`config.mk`:
```
export PLATFORM = sky130hd
export DESIGN_NAME = tt_um_hoene_protocol_frame_ctrl
export DESIGN_NICKNAME = d
export VERILOG_FILES = /design/src/rtl/tt_um_hoene_protocol_frame_ctrl_pkg.sv /design/src/rtl/tt_um_hoene_strobe_detect.sv /design/src/rtl/tt_um_hoene_protocol_frame_ctrl.sv
export SDC_FILE = /design/constraint.sdc
export NUM_CORES = 1
export LEC_CHECK = 0
export BUFFER_PORTS_ARGS = -buffer_cell sky130_fd_sc_hd__clkbuf_2
export CELL_PAD_IN_SITES_DETAIL_PLACEMENT = 1
export CELL_PAD_IN_SITES_GLOBAL_PLACEMENT = 2
export CORE_AREA = 4 4 91 127
export CTS_CLUSTER_DIAMETER = 60
export CTS_CLUSTER_SIZE = 8
export DETAILED_ROUTE_END_ITERATION = 8
export DIE_AREA = 0 0 95 131
export PLACE_DENSITY_LB_ADDON = 0.1
export SYNTH_ARGS = -nofsm -noshare
export SYNTH_HDL_FRONTEND = slang
export SYNTH_SLANG_ARGS = --single-unit
```
`constraint.sdc`:
```
create_clock -name clk -period 2.11 [get_ports clk]
set_input_delay 0.422 -clock clk [delete_from_list [all_inputs] [get_ports clk]]
set_output_delay 0.422 -clock clk [all_outputs]
set_load 0.02 [all_outputs]
```
`src/rtl/tt_um_hoene_protocol_frame_ctrl_pkg.sv`:
```
// Purpose: shared encodings and sizes for the LED frame protocol blocks.
// Latency: n/a (types and constants only).
// Backpressure: n/a.
package tt_um_hoene_protocol_frame_ctrl_pkg;

    // Default colour word width; one frame carries red, green and blue words.
    localparam int CHANNEL_BITS_DEF = 10;
    localparam int FRAME_BITS_DEF   = 3 * CHANNEL_BITS_DEF;

    // FORWARD sits beside the four core states so it never aliases COMMIT.
    typedef enum logic [2:0] {
        WAIT_SYNC = 3'd0,
        RECV      = 3'd1,
        CHECK     = 3'd2,
        COMMIT    = 3'd3,
        FORWARD   = 3'd4
    } state_t;

    // Number of payload bits in one RGB frame.
    function automatic int frame_bits(input int channel_bits);
        return 3 * channel_bits;
    endfunction

endpackage

```
`src/rtl/tt_um_hoene_strobe_detect.sv`:
```
// Purpose: rising-edge detector on the decoder bit clock.
// Latency: strobe is combinational in the cycle in_clk first reads high.
// Backpressure: none; one strobe per in_clk rising edge.
module tt_um_hoene_strobe_detect (
    input  logic clk,
    input  logic rst_n,
    input  logic in_clk,
    output logic strobe
);

    logic in_clk_q;

    // Remember last cycle's bit clock level.
    always_ff @(posedge clk or negedge rst_n) begin
        if (!rst_n) begin
            in_clk_q <= 1'b0;
        end else begin
            in_clk_q <= in_clk;
        end
    end

    assign strobe = in_clk & ~in_clk_q;

endmodule

```
`src/rtl/tt_um_hoene_protocol_frame_ctrl.sv`:
```
// Purpose: assembles the first RGB frame after sync, then forwards later bits downstream.
// Latency: colours/frame_valid 2 cycles after the last-bit strobe (1 more with TT_UM_HOENE_FRAME_PARITY_EN); fwd_* 1 cycle.
// Backpressure: none; corrupt or truncated frames are dropped and counted in err_count.
module tt_um_hoene_protocol_frame_ctrl
    import tt_um_hoene_protocol_frame_ctrl_pkg::*;
#(
    parameter int CHANNEL_BITS = CHANNEL_BITS_DEF,
    parameter int ERRCNT_WIDTH = 4
) (
    input  logic                    clk,
    input  logic                    rst_n,
    input  logic                    in_data,
    input  logic                    in_clk,
    input  logic                    in_error,
    input  logic                    insync,
    output logic [CHANNEL_BITS-1:0] red,
    output logic [CHANNEL_BITS-1:0] green,
    output logic [CHANNEL_BITS-1:0] blue,
    output logic                    frame_valid,
    output logic                    fwd_data,
    output logic                    fwd_clk,
    output logic [ERRCNT_WIDTH-1:0] err_count
);

    localparam int FRAME_BITS = frame_bits(CHANNEL_BITS);
`ifdef TT_UM_HOENE_FRAME_PARITY_EN
    // One trailing even-parity bit follows the colour payload.
    localparam int RX_BITS = FRAME_BITS + 1;
`else
    localparam int RX_BITS = FRAME_BITS;
`endif
    localparam int CNT_W = $clog2(RX_BITS + 1);
    localparam logic [CNT_W-1:0] LAST_IDX = CNT_W'(RX_BITS - 1);

    state_t                  state;
    logic [RX_BITS-1:0]      shift;
    logic [CNT_W-1:0]        bitcnt;
    logic                    strobe;
    logic                    abort;
    logic [FRAME_BITS-1:0]   frame;
    logic [ERRCNT_WIDTH-1:0] err_next;

    tt_um_hoene_strobe_detect u_strobe (
        .clk    (clk),
        .rst_n  (rst_n),
        .in_clk (in_clk),
        .strobe (strobe)
    );

    assign abort    = in_error | ~insync;
    // Payload occupies the oldest bits; a parity bit, if present, is the newest.
    assign frame    = shift[RX_BITS-1 -: FRAME_BITS];
    assign err_next = (err_count == {ERRCNT_WIDTH{1'b1}}) ? err_count : err_count + 1'b1;

    // Frame sequencer: receive, optionally check, commit colours, then pass bits through.
    always_ff @(posedge clk or negedge rst_n) begin
        if (!rst_n) begin
            state       <= WAIT_SYNC;
            shift       <= '0;
            bitcnt      <= '0;
            red         <= '0;
            green       <= '0;
            blue        <= '0;
            frame_valid <= 1'b0;
            fwd_data    <= 1'b0;
            fwd_clk     <= 1'b0;
            err_count   <= '0;
        end else begin
            frame_valid <= 1'b0;
            fwd_data    <= 1'b0;
            fwd_clk     <= 1'b0;
            case (state)
                WAIT_SYNC: begin
                    bitcnt <= '0;
                    if (insync && !in_error) begin
                        state <= RECV;
                    end
                end
                RECV: begin
                    // Abort wins over a simultaneous last-bit strobe.
                    if (abort) begin
                        state     <= WAIT_SYNC;
                        bitcnt    <= '0;
                        err_count <= err_next;
                    end else if (strobe) begin
                        shift  <= {shift[RX_BITS-2:0], in_data};
                        bitcnt <= bitcnt + 1'b1;
                        if (bitcnt == LAST_IDX) begin
                            bitcnt <= '0;
`ifdef TT_UM_HOENE_FRAME_PARITY_EN
                            state  <= CHECK;
`else
                            state  <= COMMIT;
`endif
                        end
                    end
                end
                CHECK: begin
                    // Even parity: the XOR over payload plus parity bit must be zero.
                    if (abort || (^shift)) begin
                        state     <= WAIT_SYNC;
                        err_count <= err_next;
                    end else begin
                        state <= COMMIT;
                    end
                end
                COMMIT: begin
                    red         <= frame[FRAME_BITS-1 -: CHANNEL_BITS];
                    green       <= frame[2*CHANNEL_BITS-1 -: CHANNEL_BITS];
                    blue        <= frame[CHANNEL_BITS-1:0];
                    frame_valid <= 1'b1;
                    // Forwarding opens here so a bit arriving during commit is not lost.
                    if (insync) begin
                        fwd_data <= in_data;
                        fwd_clk  <= in_clk;
                        state    <= FORWARD;
                    end else begin
                        state <= WAIT_SYNC;
                    end
                end
                FORWARD: begin
                    // Decoder errors belong to the downstream LED; only loss of sync stops us.
                    if (insync) begin
                        fwd_data <= in_data;
                        fwd_clk  <= in_clk;
                    end else begin
                        state <= WAIT_SYNC;
                    end
                end
                default: begin
                    state <= WAIT_SYNC;
                end
            endcase
        end
    end

endmodule
```
==> flow_metrics.py <==
metrics = {
    "placed_design": {
        "dp_hpwl_um": 5622,
        "placed_cells_incl_taps": 529,
        "dp_slack_ps": -38.05,
        "port_buffers": 42,
        "routability_driven_placement_congestion_ratio": 0.7511,
    },
    "clocking": {
        "tritoncts.num_buffers": 9,
        "cts.root.buffer_cell": "clkbuf_16",
        "cts_max_path_buffers": 2,
        "cts_tree": "built",
        "htree_num_levels": 3,
        "clkLatencyLatePin_ps": 340,
        "cts_sinks": 76,
        "clock_slew_at_reported_path_ffs_ps": 60,
    },
    "status": {
        "result_of_the_run": "finished, violations left",
        "failed_checks": "negative setup slack",
    },
    "worst_setup_path": {
        "setup.worst_path.class": "flip-flop to flip-flop",
        "worstPathMaxFanout": 5,
        "worstPathRequired_ps": 2380,
        "critical-path-top-delay-family": "XOR/XNOR gates",
        "kind_of_launch_point_of_the_worst_setup_path": "flip-flop",
        "critical_path_depth": 6,
        "cpMostUsedCell": "xnor3_1",
        "timing.critical_path.to": "err_count[0]",
        "reg2reg_from": "frame[13]",
        "worstSetupEndpointType": "flip-flop",
        "worstPathCellList": "xnor2_1 > xnor3_1 > xnor3_1 > xnor3_2 > or4_1 > nand4_1",
        "reg2reg_slack_ps": -40,
        "cp_slowest_stage_delay_ps": 490,
        "crit_arrival_ps": 2420,
        "timing.critical_path.buf_inv": 0,
        "worstRegToRegCells": 6,
        "cpMaxStageDelayCell": "or4_1",
        "r2r-end": "err_count[0]",
        "crit_path_start": "frame[13]",
    },
    "synth": {
        "yosys_register_bits": 76,
        "synthArstFlopShare": 1.000,
        "synth_area_per_cell_sq_um": 10.66,
        "ys_seq_area_frac": 0.5458,
        "syn_area_sq_um": 3485,
        "post_synth_inst_count": 327,
        "synthDistinctLibCells": 42,
        "synth_warnings": 0,
        "synthesis.nets": 336,
        "edff_count_synth": 0,
        "synth_ff_type": "dfrtp_1",
    },
    "route": {
        "route.vias.total": 2589,
        "average_routed_wire_per_standard_cell_um": 14.80,
        "route.antenna.remaining_nets": 0,
        "detail_route.iter0.violations": 78,
        "via_per_inst": 4.733,
        "drt_first_pass_iters": 4,
        "routed_wirelength_um": 8096,
        "detail_route.drc_violations": 0,
    },
    "min_path": {
        "hold_class": "input port to async pin",
    },
    "die": {
        "num_io_pins": 43,
        "floorplan.initialDensity": 0.3367,
        "core_sq_um": 10350,
        "die-area_sq_um": 12450,
        "die_width_um": 95,
        "placement_rows": 44,
        "die_height_um": 131,
    },
    "timing": {
        "timing_worst_slew_pin_value_ps": 524.5,
        "timing.final.crit_period_ps": 2146,
        "clock.fmax_mhz": 466.0,
        "relative_slew_slack": 0.6496,
        "hold_viol_final": 0,
        "worst_hold_slack_ps": 6.927,
        "final.period_utilization": 1.017,
        "rsz_0062_raised_after_global_routing": "true",
        "fin_setup_tns_ps": -35.76,
        "finalSetupViolations": 1,
        "timing.final.max_slew_violations": 0,
        "crit_path_setup_slack_layout_ps": -35.76,
        "finalClockSkew_ps": 8.945,
    },
    "final_layout": {
        "drive_gt1_frac": 0.3423,
        "antenna-diode-count": 0,
        "layout-area-overhead-vs-synth_pct": 26.97,
        "fillers": 1183,
        "nNetsFinal": 413,
        "instances_no_fill": 547,
    },
    "grt": {
        "antenna_violations_before_repair": 0,
        "groute.layer.met3.usage": 0.03952,
        "grtUsageTotal": 0.1458,
        "grt_use_met2": 0.2446,
        "grt_start_max_net_pins": 32,
        "groute.layer.met1.usage": 0.1711,
        "grt_pass1_wl_um": 13770,
        "top_usage_layer": "met2",
        "grt_overflow": 0,
        "first_global_vias": 2756,
    },
    "flow_run": {
        "maxCapViolCount": 0,
    },
    "power_and_ir_drop": {
        "power.static_leakage_nw": 2.323,
        "p_total_mw": 3.586,
        "power.density_nw_per_um2": 810.6,
        "peakVddDrop_mv": 0.3703,
    },
}
[sequential cells by signal, summed over array words and instances, names as in the netlist, 3 cells and up]
| signal | flops |
|---|---|
| red | 10 |
| blue | 10 |
| bitcnt | 5 |
| green | 10 |
| err_count | 4 |
| state | 3 |
| frame | 30 |
[per-stage QoR]
| stage | area [sq um] | utilization |
|---|---|---|
| floorplan | 3486 | - |
| detailed placement | 4068 | 0.3930 |
| global placement | 4068 | 0.3930 |
| global route | 4424 | 0.4275 |
| CTS | 4385 | 0.4237 |
| finish | 4424 | 0.4275 |
[repair_timing]
| action | CTS | global route |
|---|---|---|
| hold buffers | 0 | 0 |
| resized for setup | 0 | 6 |
| pin swaps | 2 | 1 |
| endpoints found under the setup margin | 2 | 3 |
| setup buffers | 2 | 0 |
| cloned | 0 | 0 |
[how the worst min path moves through the flow]
stage	from	endpoint	slack, ps	cells after the start
after CTS	rst_n	blue[6]	10	1
after floorplan	rst_n	bitcnt[0]	130	0
final	rst_n	green[4]	7	1
after global routing	rst_n	green[4]	20	1
after detailed placement	rst_n	blue[6]	380	1
after global placement	rst_n	blue[6]	370	1
[routing by layer]
layer  wire length [um]  up-vias
met5                  0        -
met4                169        0
met3                299       13
met2               4178       43
met1               3448     1291
li1                   -     1242
[kinds of logic (layout without fill, tap and decap cells)]
family	after synthesis	after routing	share of synthesized area
AND/OR/NAND/NOR	143	143	0.1781
AO/OA/AOI/OAI	28	28	0.05350
XOR/XNOR	26	26	0.07971
flip-flops	76	76	0.5458
buffers and inverters	20	102	0.03232
adder cells (fa/ha/maj)	3	3	0.01077
multiplexers	31	31	0.09982
[synth_stat cells, types with 4 or more instances]
library cell    n  area [sq um]
a21oi_1         4         20.02
nor2_1          9         33.78
dfrtp_1        76          1902
nand3_1         8         40.04
clkbuf_1        6         22.52
xnor2_1        21         183.9
nand2b_1        4         25.02
mux2_2         30         337.8
nand4_1         5         31.28
buf_6           4         45.04
o21ai_0         9         45.04
nand2_1       101         379.1
inv_1           5         18.77
a211oi_1        4         30.03
[report_power, final]
part / internal (mW) / total, mW / switching [mW]
clock network: 0.945 / 1.56 / 0.613
logic: 0.220 / 0.488 / 0.268
registers: 1.50 / 1.54 / 0.0448
total: 2.66 / 3.59 / 0.926
[cell usage in the layout, fill, tap and decap left out, types with 2 or more instances in the layout]
cell	netlist	final
a211o_1	2	2
a211oi_1	4	4
a21oi_1	4	4
and3_1	2	2
buf_4	1	39
clkbuf_16	0	9
clkbuf_2	0	41
clkinv_2	0	2
clkinvlp_4	0	2
dfrtp_1	76	75
ha_1	3	3
inv_1	5	5
mux2_2	30	30
nand2_1	101	101
nand2b_1	4	4
nand3_1	8	8
nand4_1	5	5
nor2_1	9	9
nor2b_1	3	3
nor4_1	2	2
o21ai_0	9	9
o31ai_1	3	3
or2_2	2	2
xnor2_1	21	16
xnor2_2	1	6
xnor3_1	2	2
[worst reg2reg max path, cell delays in order (launching register included)]
cell and delay [ps]:
dfrtp_1 390, xnor2_1 170, xnor3_1 420, xnor3_1 210, xnor3_2 300, or4_1 500, nand4_1 90
[area by class of cell]
cell class              instances  area [sq um]  share of cell area
clock inverters                 6         63.81             0.01442
inverters                       5         18.77            0.004242
flip-flops and latches         76          1903              0.4301
well taps                     138         172.7             0.03903
clock buffers                  10         239.0             0.05402
repair buffers                 81         518.0              0.1171
multi-input cells             231          1509              0.3411
(Power assumes the default switching activity.)
